### config.mk
export PLATFORM = sky130hd
export DESIGN_NAME = reg_bank_write_arbiter
export DESIGN_NICKNAME = d
export VERILOG_FILES = /design/src/rtl/reg_bank_write_arbiter.sv
export SDC_FILE = /design/constraint.sdc
export NUM_CORES = 1
export LEC_CHECK = 0
export ABC_AREA = 1
export BUFFER_PORTS_ARGS = -buffer_cell sky130_fd_sc_hd__buf_4
export CAP_MARGIN = 10
export CORE_UTILIZATION = 44
export CTS_CLUSTER_SIZE = 20
export DETAILED_ROUTE_END_ITERATION = 8
export HOLD_SLACK_MARGIN = 0.02
export PLACE_DENSITY = 0.84
export SETUP_SLACK_MARGIN = 0.3
export SYNTH_ARGS = -nofsm -noshare
export SYNTH_HDL_FRONTEND = slang
export SYNTH_SLANG_ARGS = --single-unit
export TNS_END_PERCENT = 30
### constraint.sdc
create_clock -name clk -period 1.3 [get_ports clk]
set_input_delay 0.195 -clock clk [delete_from_list [all_inputs] [get_ports clk]]
set_output_delay 0.195 -clock clk [all_outputs]
set_load 0.05 [all_outputs]
### src/rtl/reg_bank_write_arbiter.sv
// Round-robin write arbiter for a register bank: two requesters share one write
// port; the winner's address/data are latched, written for one cycle, then acknowledged.
module reg_bank_write_arbiter #(
  parameter int WIDTH  = 8,
  parameter int NREGS  = 4,
  parameter int ADDR_W = 2
) (
  input  logic              clk,
  input  logic              reset,
  input  logic              req0,
  input  logic [ADDR_W-1:0] addr0,
  input  logic [WIDTH-1:0]  data0,
  input  logic              req1,
  input  logic [ADDR_W-1:0] addr1,
  input  logic [WIDTH-1:0]  data1,
  output logic              gnt0,
  output logic              gnt1,
  output logic              err,
  output logic [NREGS-1:0]  wr_en,
  output logic [WIDTH-1:0]  wr_data,
  output logic              busy
);

  typedef enum logic [1:0] {
    IDLE  = 2'd0,
    WRITE = 2'd1,
    ACK   = 2'd2
  } state_t;

  // NREGS may equal 2**ADDR_W, so the range check needs one extra bit
  localparam logic [ADDR_W:0] LP_NREGS = (ADDR_W + 1)'(NREGS);

  state_t              r_state;
  state_t              w_next;
  logic                r_winner;
  logic                r_last;
  logic                r_bad;
  logic [ADDR_W-1:0]   r_addr;
  logic [WIDTH-1:0]    r_data;
  logic                w_any;
  logic                w_pick1;
  logic [ADDR_W-1:0]   w_addr;
  logic [WIDTH-1:0]    w_data;

  // On a tie the requester that did not win last time is picked
  always_comb begin
    w_any   = req0 | req1;
    w_pick1 = req1 & (~req0 | ~r_last);
    w_addr  = w_pick1 ? addr1 : addr0;
    w_data  = w_pick1 ? data1 : data0;
  end

  always_ff @(posedge clk) begin
    if (!reset) begin
      r_state <= IDLE;
    end else begin
      r_state <= w_next;
    end
  end

  always_comb begin
    w_next = r_state;
    case (r_state)
      IDLE:    if (w_any) w_next = WRITE;
      WRITE:   w_next = ACK;
      ACK:     w_next = IDLE;
      default: w_next = IDLE;
    endcase
  end

  always_ff @(posedge clk) begin
    if (!reset) begin
      r_winner <= 1'b0;
      r_last   <= 1'b1;
      r_bad    <= 1'b0;
      r_addr   <= '0;
      r_data   <= '0;
    end else begin
      if (r_state == IDLE && w_any) begin
        r_winner <= w_pick1;
        r_addr   <= w_addr;
        r_data   <= w_data;
      end
      if (r_state == WRITE) begin
        r_bad <= ({1'b0, r_addr} >= LP_NREGS);
      end
      if (r_state == ACK) begin
        r_last <= r_winner;
      end
    end
  end

  // Out-of-range addresses match no decoder slot, so wr_en stays all-zero for them
  always_comb begin
    wr_en = '0;
    for (int i = 0; i < NREGS; i++) begin
      if (r_state == WRITE && r_addr == ADDR_W'(i)) begin
        wr_en[i] = 1'b1;
      end
    end
    gnt0    = (r_state == ACK) & ~r_winner;
    gnt1    = (r_state == ACK) & r_winner;
    err     = (r_state == ACK) & r_bad;
    busy    = (r_state != IDLE);
    wr_data = r_data;
  end

endmodule
==> out/qor.txt <==
status: finished with violations
violated checks: negative setup slack
vias in the first global route: 798
library cells used by synthesis: 18
Die W: 45.5 um
worst slack at placement: 0.197 ns
fin worst setup slack: -0.0883 ns
via-per-instance ratio: 4.78
Peak VDD IR: 0.812 mV
Row Count: 15
Min-Delay Path Class: primary input to flip-flop
Yosys warnings: 0
H-tree depth: 1
max-slew violation count: 0
TritonRoute pass-1 iters: 4
vias: 927
Antenna Nets Post-Route: 0
Gate Count Post-Synth: 127
largest net degree at the start of global routing: 24
Main synth FF type: dfxtp_1
CTS tree: done
fmax: 720 MHz
fin crit period: 1.39 ns
sequential-to-total area share from yosys stat: 33.7%
total die area: 2070 um^2
cts bufs inserted: 3
core area: 1750 um^2
Tcrit/Tclk final: 107%
Setup CP Type: flip-flop to output pin
Bufs on Longest Clock Path: 2
asr flop ratio synth: 0%
share of cells above drive strength 1: 51.5%
CP arrival: 1.19 ns
#FFs+latches synth: 14
Root Driver: clkbuf_4
cts hold-fix bufs: 0
WL per Instance: 12.2 um
WL final: 2370 um
CP endpoint kind: output pin
Initial Utilization: 47.6%
drt initial violations: 25
PnR Total Power: 0.00150 W
Post-Syn Area per Cell: 6.54 um^2
DRC viols: 0
# setup viols final: 6
Antenna diodes: 0
Post-synth EDFFs: 0
initial antenna violation count: 0
Mapped Nets: 151
most numerous cell in the Yosys netlist: nand2_1
share of the synthesized area in the top cell type: 33.7%
worst skew pair latency: 0.29 ns
# Max-Cap Violations: 0
PwrDens: 1090 nW/um^2
PortBufs: 38
Total GRT Usage: 24.0%
clk sinks: 14
synthesized area: 831 um^2
synth top area cells: dfxtp_1, nand2_1, nor2_1
Leak: 0.682 nW
leading cell types by count after synthesis: nand2_1, nor2_1, dfxtp_1
IO Pins: 40
GPL Wtd Cong: 0.759
hpwl dp: 1410 um
RSZ-0062 raised after global routing: true
Area Overhead vs Synth: 66.7%
crit path launch type: flip-flop
die height: 45.5 um
critical path required time: 1.11 ns
crit-path max FO: 3
Layout Skew: 0.00983 ns
first-pass GRT wire length: 3490 um
post-synth top area cell: dfxtp_1
final hold vios: 0
Remaining Overflow, GRT: 0
nets: 194
Reg clk slew, reported paths: 0.09 ns
[critical path: stages, from the launching register on]
cell and delay, ns:
dfxtp_4 0.38, inv_2 0.09, nand2_1 0.11, nor2_2 0.16, buf_6 0.18
[final cells by class]
cell class	count	area [um^2]
multi-input cells	93	527
repair buffers	44	432
fillers	118	360
flip-flops and latches	14	303
inverters	14	56.3
clock buffers	4	36.3
well taps	25	31.3
[report_power, final]
part           switching, W  internal, W
Combinational      0.000368     0.000264
Clock              0.000164     0.000171
Sequential        0.0000540     0.000483
Total              0.000586     0.000917
[through the flow]
stage,std cells,hold slack (ns),setup TNS [ns],utilization [%],instance area (um^2)
3_3_place_gp,185,0.466,0,66.5,1160
3_5_place_dp,185,0.471,0,66.5,1160
4_1_cts,190,0.184,-0.273,74.1,1290
6_report,194,0.182,-0.340,79.4,1390
2_1_floorplan,127,0.321,0,-,891
5_1_grt,194,0.172,-0.754,79.4,1390
[sequential cells by signal, indices dropped and copies added, names as in the netlist]
| signal | count |
|---|---|
| r_state | 2 |
| wr_data | 8 |
| r_addr | 2 |
| r_last | 1 |
| r_winner | 1 |
[cells by family (layout without fill, tap and decap cells)]
kind of cell / Yosys count / count (layout) / share of synthesized area, %
flip-flops: 14 / 14 / 33.7
other: 1 / 1 / 0.451
AND/OR/NAND/NOR: 79 / 80 / 41.4
buffers and inverters: 21 / 62 / 13.7
AO/OA/AOI/OAI: 12 / 12 / 10.7
[cell usage in the layout (no fill, tap or decap)]
master,count
conb_1,1
nor2_2,3
buf_6,9
clkinvlp_4,1
a21oi_2,1
nand2_1,32
nand2_4,3
dfxtp_4,3
o21ai_2,1
nor2_4,2
nand3_1,13
nand2_2,1
nor3_4,4
dfxtp_1,2
buf_4,26
inv_1,3
a21boi_0,1
nor2_8,1
nor2_1,21
clkbuf_4,3
dfxtp_2,9
buf_8,9
inv_2,10
a21boi_1,9
clkbuf_8,1
[routing by layer]
metal / GRT usage (%) / vias to the layer above / wire length (um)
met5: 0 / - / 0
met2: 37.4 / 38 / 1260
li1: - / 477 / -
met4: 13.9 / 0 / 40
met1: 30.1 / 406 / 947
met3: 5.16 / 6 / 125
[path summary, 6_finish.rpt]
kind / slack [ns] / end / start / cells after the start
max: -0.09 / gnt0 / r_state[0]$_SDFFE_PN0P_ / 4
min: 0.18 / r_last$_SDFFE_PN1N_ / reset / 2
max reg2reg: 0.19 / r_addr[0]$_SDFFE_PN0P_ / r_state[1]$_SDFFE_PN0P_ / 7
min reg2reg: 0.51 / r_last$_SDFFE_PN1N_ / r_last$_SDFFE_PN1N_ / 2
[timing repair]
action,4_1_cts,5_1_grt
endpoints found under the setup margin,21,27
setup buffers,1,3
gates cloned,0,1
pin swaps,4,20
gates resized for setup,30,16
(Power assumes the default switching activity.)
